$ cat src/rtl/mem_responder.sv
// mem_responder: word-addressed read responder with fixed response latency.
// A read is captured in IDLE or RESP, waits LATENCY cycles in WAIT, then
// presents a one-cycle valid strobe carrying the word (or an error flag).
// The storage array can be preloaded through the wr_* port in any state.
module mem_responder #(
    parameter int unsigned DEPTH   = 128,
    parameter int unsigned LATENCY = 2
) (
    input  logic        clk,
    input  logic        rst_n,
    input  logic [31:0] addr,
    input  logic        read,
    output logic [31:0] data,
    output logic        valid,
    output logic        err,
    output logic        busy,
    input  logic        wr_en,
    input  logic [31:0] wr_addr,
    input  logic [31:0] wr_data
);

    localparam int unsigned AW    = (DEPTH > 1) ? $clog2(DEPTH) : 1;
    localparam logic [31:0] LIMIT = 32'(4 * DEPTH);
    localparam logic [3:0]  CNT_LOAD = 4'(LATENCY - 1);

    typedef enum logic [1:0] {
        IDLE,
        WAIT,
        RESP
    } state_t;

    state_t        state;
    state_t        state_nxt;
    logic [3:0]    cnt;
    logic [3:0]    cnt_nxt;
    logic          capture;
    logic [AW-1:0] cap_idx;
    logic          cap_err;
    logic [31:0]   data_q;
    logic          err_q;
    logic [31:0]   mem [DEPTH];

    function automatic logic in_range(input logic [31:0] a);
        return (a[1:0] == 2'b00) && (a < LIMIT);
    endfunction

    assign capture = (state != WAIT) && read;

    // Next-state and wait-counter logic.
    always_comb begin
        state_nxt = state;
        cnt_nxt   = cnt;
        case (state)
            IDLE, RESP: begin
                if (read) begin
                    state_nxt = WAIT;
                    cnt_nxt   = CNT_LOAD;
                end else begin
                    state_nxt = IDLE;
                end
            end
            WAIT: begin
                if (cnt == 4'd0) begin
                    state_nxt = RESP;
                end else begin
                    cnt_nxt = cnt - 4'd1;
                end
            end
            default: state_nxt = IDLE;
        endcase
    end

    // State and counter registers.
    always_ff @(posedge clk or negedge rst_n) begin
        if (!rst_n) begin
            state <= IDLE;
            cnt   <= '0;
        end else begin
            state <= state_nxt;
            cnt   <= cnt_nxt;
        end
    end

    // Request capture: word index and range/alignment verdict.
    always_ff @(posedge clk or negedge rst_n) begin
        if (!rst_n) begin
            cap_idx <= '0;
            cap_err <= 1'b0;
        end else if (capture) begin
            cap_idx <= addr[AW+1:2];
            cap_err <= !in_range(addr);
        end
    end

    // Response register: array read at the edge entering RESP, so a write at
    // that same edge is not seen while any earlier write is.
    always_ff @(posedge clk or negedge rst_n) begin
        if (!rst_n) begin
            data_q <= '0;
            err_q  <= 1'b0;
        end else if (state_nxt == RESP) begin
            data_q <= cap_err ? '0 : mem[cap_idx];
            err_q  <= cap_err;
        end else begin
            data_q <= '0;
            err_q  <= 1'b0;
        end
    end

    // Preload write port; misaligned or out-of-range writes are dropped.
    always_ff @(posedge clk) begin
        if (wr_en && in_range(wr_addr)) begin
            mem[wr_addr[AW+1:2]] <= wr_data;
        end
    end

    assign valid = (state == RESP);
    assign busy  = (state == WAIT);
    assign data  = data_q;
    assign err   = err_q;

endmodule
$ cat config.mk
export PLATFORM = sky130hd
export DESIGN_NAME = mem_responder
export DESIGN_NICKNAME = d
export VERILOG_FILES = /design/src/rtl/mem_responder.sv
export SDC_FILE = /design/constraint.sdc
export NUM_CORES = 2
export LEC_CHECK = 0
export CAP_MARGIN = 20
export CORE_ASPECT_RATIO = 0.8
export CORE_MARGIN = 1.5
export CORE_UTILIZATION = 52
export DETAILED_ROUTE_END_ITERATION = 16
export PLACE_DENSITY = 0.68
export SETUP_SLACK_MARGIN = 0.4
export SYNTH_ARGS = -nofsm -noshare
export SYNTH_HDL_FRONTEND = slang
export SYNTH_SLANG_ARGS = --single-unit
$ cat constraint.sdc
create_clock -name clk -period 7.4 [get_ports clk]
set_input_delay 1.85 -clock clk [delete_from_list [all_inputs] [get_ports clk]]
set_output_delay 1.85 -clock clk [all_outputs]
set_load 0.02 [all_outputs]
# Word-level counts from Yosys, hierarchy flattened
# Memory sizes are Yosys's and may differ from the RTL's.
# Index checks and enable logic that the tools add are counted.
[op_classes] n_div=0 bitwise=0 shifts=0 n_mux=11 n_eq_ne=6 mul=0 order_cmp=2 reduce_logical=12 n_addsub=1
[op_table] cell="$lt A32 B10 Y1 const B" count=2
[op_table] cell="$mux W32" count=2
[op_table] cell="$mux W4" count=2
[op_table] cell="$pmux W4 S2" count=1
[op_table] cell="$logic_not A2 Y1" count=3
[op_table] cell="$eq A2 B2 Y1 const B" count=2
[op_table] cell="$logic_and A1 B1 Y1" count=4
[op_table] cell="$logic_not A4 Y1" count=1
[op_table] cell="$mux W1" count=4
[op_table] cell="$ne A2 B2 Y1 const B" count=2
[op_table] cell="$pmux W2 S2" count=1
[op_table] cell="$sub A4 B1 Y4 const B" count=1
[op_table] cell="$reduce_and A3 Y1" count=1
[op_table] cell="$eq A2 B1 Y1 const B" count=1
[op_table] cell="$mux W2" count=1
[op_table] cell="$ne A2 B1 Y1 const B" count=1
[op_table] cell="$reduce_bool A2 Y1" count=1
[op_table] cell="$reduce_or A2 Y1" count=1
[op_table] cell="$logic_not A1 Y1" count=1
[word_totals] mem_bits_ro=0 input_bits=100 mem_count=1 ram_bits=4096 ff_bits=47 latchBits=0
[memory_table] name="mem" words=128 width=32 rd=1 rd_clocked_by_memory_dff=0 write_ports=1 line_no="41" text="logic [31:0] mem [DEPTH];"

# Depth between registers and ports, before layout
[depth] word_depth=5 mapped_depth=12

# Least setup slack after synthesis
# No wires, ideal clock.
[synth_timing] path_type="input -> register" startpoint="input port wr_addr[1]" endpoint="memory mem[127][0] (enable)" setup_time_ns=0.421 stages=6 t_arrival_ns=4.441 setup_slack_ns=2.537 t_required_ns=6.979 cell_sequence="nor4b_1 nand4_1 nor3_1 nand3_1 clkbuf_1 nor2_1"
[synth_via] elab_chain_cells=5 word_cells_on_any_way=6 cone_classes="order compare (1); mux (2); reduce/logical (3)"
[synth_rtl] element="from (decl)" line_no="18" text="input logic [31:0] wr_addr,"
[synth_rtl] element="$lt A32 B10 Y1 or $logic_not A2 Y1 (tied branches)" line_no="44" text="return (a[1:0] == 2'b00) && (a < LIMIT);"
[synth_rtl] element="$logic_and A1 B1 Y1 (*)" line_no="44"
[synth_rtl] element="$logic_and A1 B1 Y1 (*)" line_no="112" text="if (wr_en && in_range(wr_addr)) begin"
[synth_rtl] element="$mux W1 (*)" line_no="112"
[synth_rtl] element="$mux W1 (not written as such) (*)" line_no="113" text="mem[wr_addr[AW+1:2]] <= wr_data;"
[synth_rtl] element="to (decl)" line_no="41"
# Mark *: on every way between the ends. The rest lies on a longest branch, timed or not.

# Worst setup path after layout
[layout_timing] startpoint="input port wr_addr[14]" endpoint="memory mem[20][10] (enable)"
[layout_via] elab_chain_cells=5
[layout_rtl] element="$lt A32 B10 Y1" line_no="44"
[layout_rtl] element="$logic_and A1 B1 Y1" line_no="44"
[layout_rtl] element="$logic_and A1 B1 Y1" line_no="112"
[layout_rtl] element="$mux W1" line_no="112"
[layout_rtl] element="$mux W1 (not written as such)" line_no="113"
# Every way passes these cells.

==> run summary <==
The run finished with clean final reports. After detailed routing, the number of vias per cell comes to between 6 and 7. The fraction of layout instances using a drive strength above 1 is 23.0%. The die is 623 um wide.

The count of fill cells added during filler insertion is 21100. The number of buffers added on ports is 134. The number of antenna violations at the first check in global routing is 38.

The initial utilization of the core area, before any placement, comes to 52.4%. The hold violation total from the final report is 0. Setup violations remaining at the end of the flow were counted as 0. The first global-routing pass estimated 612000 um of wire. The global routing usage summed across all routing layers came out at between 20% and 30%.

The async set-or-reset flop fraction in the synthesized netlist came out at 1.13%. The post-synthesis cell type count is 53. Summed over all instances, the cell type with the most area after synthesis is sky130_fd_sc_hd__edfxtp_1. The average wire length per cell after detail routing is 35.7 um. The register bit count reported by yosys came out at 4143. The number of clock buffers inserted by TritonCTS is 389. The floorplan step set the die height to 499 um. Sequential elements use 77.6% of the synthesized area. The worst setup path category is in2reg. The weighted congestion reported at the end of routability-driven placement came out at a little over 0.9. The total power divided by cell area is 351 nW/um^2. The combined flip-flop and latch cell area is 124000 um^2. The iteration-0 DRC count of the detailed router came out at between 10000 and 15000. The number of hold buffers added after cts is 0.

The synthesized design devotes to its leading area cell type 76.9% of total area. Setup repair after global routing left no endpoint under its margin. The clock network latency to the later pin of the worst-skew pair came out at 920 ps. The count of pins over their slew limit came out at 0. After clock tree synthesis, the setup repair step added 0 buffers.

The most common cell in the synthesized netlist is sky130_fd_sc_hd__edfxtp_1. The number of detailed-routing iterations run before antenna repair came out at 6. The number of flops mapped to enable cells by yosys is 4096. The largest net degree at the start of global routing came out at between 100 and 150.

The overall die area came out at roughly 310000 um^2. With fillers left out, the area of the finished cells amounts to roughly 180000 um^2. The number of H-tree levels came out at 5.

At the worst endpoint, the required time is 7960 ps. The post-route fraction of the period consumed by the critical path is 69.1%. The setup clock skew after layout is 41.0 ps. The number of gates resized after CTS is 0. The clock-pin slew reported for the worst setup and hold paths after clock tree synthesis came out at 60 ps. The total number of vias came out at 82300. The row count came out at ~180. In the synthesized netlist the dominant register cell turns out to be sky130_fd_sc_hd__edfxtp_1.

The average cell area after synthesis came out at 21.2 um^2. In this run the worst hold path is classified as reg2reg. The growth of design area from synthesis to finish came out at 13.3%.

Derived from the worst setup path, the maximum achievable clock frequency is 196 MHz. The synthesized cell area came out at around 160000 um^2. The final layout contains routed wiring with a total length of 439000 um. During I/O placement, the number of pins put on the boundary was 135.

The maximum number of buffers from clock root to sink is 4. Sorting the synthesized cells by area gives the leading types as sky130_fd_sc_hd__edfxtp_1, sky130_fd_sc_hd__mux4_2, sky130_fd_sc_hd__mux2i_1, sky130_fd_sc_hd__o22ai_1, sky130_fd_sc_hd__a22oi_1. The DRC violations left is 0. The final critical-path required period is approximately 5100 ps. The type of element capturing the critical path is a flop. Measured against its own limit, the worst slew margin works out to a little over a tenth. At the pin with the least slew margin, the transition time is 1330 ps.

The standby leakage power is about 57 nW. The sum of net half-perimeters after detailed placement is about 260000 um. The multi-input gate area in the final layout is 34400 um^2. After routing, the total negative slack on setup checks comes to 0 ps.

Along the worst path, the maximum fanout reaches 17. The count of yosys warnings during synthesis came out at 0. The tree is rooted in a sky130_fd_sc_hd__clkbuf_16. The arrival time at the worst endpoint came out at roughly 5700 ps. Across the VDD grid, the largest voltage drop is 342 uV. After detailed placement, the total cell area comes to 167000 um^2. The count of max-cap constraint violations came out at 0. In the final design database the tool counted 8074 nets. The via count of the first global-routing pass came to roughly 78000. The number of standard cells after synthesis is 7564. The number of nets handed over by synthesis was 7666. The number of sinks driven by the clock tree came out at 4143. The post-detailed-route count of antenna-violating nets came out at 0. By count the netlist is led by sky130_fd_sc_hd__edfxtp_1, sky130_fd_sc_hd__mux4_2, sky130_fd_sc_hd__mux2i_1. The CTS tree is done. The total global routing overflow is 0. The element type at the critical path start is an input port. The core region is 305000 um^2.
-- worst paths after layout --
| kind | start | to | slack [ps] | cells past startpoint |
|---|---|---|---|---|
| min in group asynchronous | rst_n | cap_idx[6]$_DFFE_PN0P_ | 1090 | 2 |
| max in group asynchronous | rst_n | data[27]$_DFF_PN0_ | 5640 | 2 |
| worst min register to register | cnt[0]$_DFFE_PN0P_ | cnt[0]$_DFFE_PN0P_ | 510 | 1 |
| worst min-delay path | cnt[0]$_DFFE_PN0P_ | cnt[0]$_DFFE_PN0P_ | 510 | 1 |
| worst max register to register | cap_idx[1]$_DFFE_PN0P_ | data[3]$_DFF_PN0_ | 2460 | 9 |
| worst max-delay path | wr_addr[14] | mem[20][10]$_DFFE_PP_ | 2290 | 9 |
-- flip-flops by register name, summed over array words and instances, names as in the netlist --
register,count
cap_err,1
err,1
cnt,4
cap_idx,7
mem,4096
data,32
state,2
-- power breakdown --
part | internal (mW) | switching, mW
Clock | 11.2 | 8.60
Combinational | 6.74 | 10.9
Sequential | 25.8 | 0.330
Total | 43.8 | 19.9
-- worst max-delay path: stages --
cell and delay (ps):
sky130_fd_sc_hd__clkdlybuf4s50_1 410, sky130_fd_sc_hd__nor4_1 370, sky130_fd_sc_hd__nand3_1 160, sky130_fd_sc_hd__nor3_1 520, sky130_fd_sc_hd__buf_4 260, sky130_fd_sc_hd__nand2_2 620, sky130_fd_sc_hd__buf_4 500, sky130_fd_sc_hd__nor2_4 480
sky130_fd_sc_hd__buf_4 390
-- placed cells by master (no fill, tap or decap), types with 10 or more instances in the layout --
cell / synthesis / layout
sky130_fd_sc_hd__a211oi_1: 61 / 61
sky130_fd_sc_hd__a21oi_1: 166 / 166
sky130_fd_sc_hd__clkinv_2: 0 / 76
sky130_fd_sc_hd__o31ai_1: 18 / 18
sky130_fd_sc_hd__nor4_1: 59 / 48
sky130_fd_sc_hd__clkinvlp_4: 0 / 19
sky130_fd_sc_hd__nand2_1: 108 / 102
sky130_fd_sc_hd__buf_12: 0 / 68
sky130_fd_sc_hd__clkinv_1: 0 / 83
sky130_fd_sc_hd__or4b_1: 12 / 12
sky130_fd_sc_hd__clkdlybuf4s50_1: 0 / 101
sky130_fd_sc_hd__nor2_1: 243 / 111
sky130_fd_sc_hd__nor2_4: 0 / 131
sky130_fd_sc_hd__a2111oi_1: 7 / 20
sky130_fd_sc_hd__buf_16: 0 / 22
sky130_fd_sc_hd__clkbuf_16: 0 / 397
sky130_fd_sc_hd__o21ai_0: 79 / 79
sky130_fd_sc_hd__mux2_2: 38 / 38
sky130_fd_sc_hd__bufinv_16: 0 / 38
sky130_fd_sc_hd__and3_1: 19 / 19
sky130_fd_sc_hd__mux4_2: 769 / 769
sky130_fd_sc_hd__edfxtp_1: 4096 / 4096
sky130_fd_sc_hd__a2111oi_0: 36 / 18
sky130_fd_sc_hd__buf_4: 55 / 265
sky130_fd_sc_hd__nor4_2: 0 / 11
sky130_fd_sc_hd__dfrtp_1: 47 / 42
sky130_fd_sc_hd__a221o_1: 10 / 10
sky130_fd_sc_hd__o221ai_1: 51 / 51
sky130_fd_sc_hd__nand3_1: 29 / 26
sky130_fd_sc_hd__o21ai_1: 37 / 37
sky130_fd_sc_hd__nor3_1: 35 / 35
sky130_fd_sc_hd__a22oi_1: 160 / 160
sky130_fd_sc_hd__o22ai_1: 237 / 237
sky130_fd_sc_hd__nor2b_1: 25 / 23
sky130_fd_sc_hd__mux2i_1: 668 / 668
sky130_fd_sc_hd__a211o_1: 45 / 45
sky130_fd_sc_hd__clkbuf_1: 167 / 64
-- stage by stage --
stage / setup WS, ps / util (%) / hold WS, ps / power [mW] / std cells
after global placement: 1220 / 54.7 / 482 / 43.8 / 11500
after global routing: 2230 / 59.4 / 540 / 65.3 / 12300
after floorplan: 2540 / - / 462 / 37.9 / 7564
final: 2290 / 59.4 / 506 / 63.7 / 12300
after detailed placement: 1380 / 54.8 / 498 / 44.0 / 11500
after CTS: 2350 / 58.9 / 507 / 63.5 / 12200
-- cell type report --
class	count	share of cell area (%)
Inverter	6	0.0138
Tap cell	4026	2.78
Sequential cell	4143	68.5
Antenna cell	9	0.0124
Clock inverter	234	1.21
Clock buffer	467	5.66
Multi-Input combinational cell	2964	19.0
Timing Repair Buffer	468	2.78
-- cells by family (layout without fill, tap and decap cells) --
kind of cell	count (synthesis)	count (layout)	share of synthesized area, %
DFF	4143	4143	77.6
muxes	1475	1475	15.3
AOI/OAI and AO/OA	928	928	3.87
and+or+nand+nor	557	557	1.62
buffers and inverters	457	1175	1.61
adders and majority gates	2	2	0.0156
xor gates and xnor gates	2	2	0.0110
other	0	9	0
-- per-layer routing --
metal	up-vias	wire length [um]	global-route usage [%]
met5	-	58	0
met4	6	15300	8.57
met3	679	59900	7.57
met2	5503	193000	40.2
met1	43300	171000	41.9
li1	32700	-	-
No activity file was read; power rests on OpenSTA's default activity.
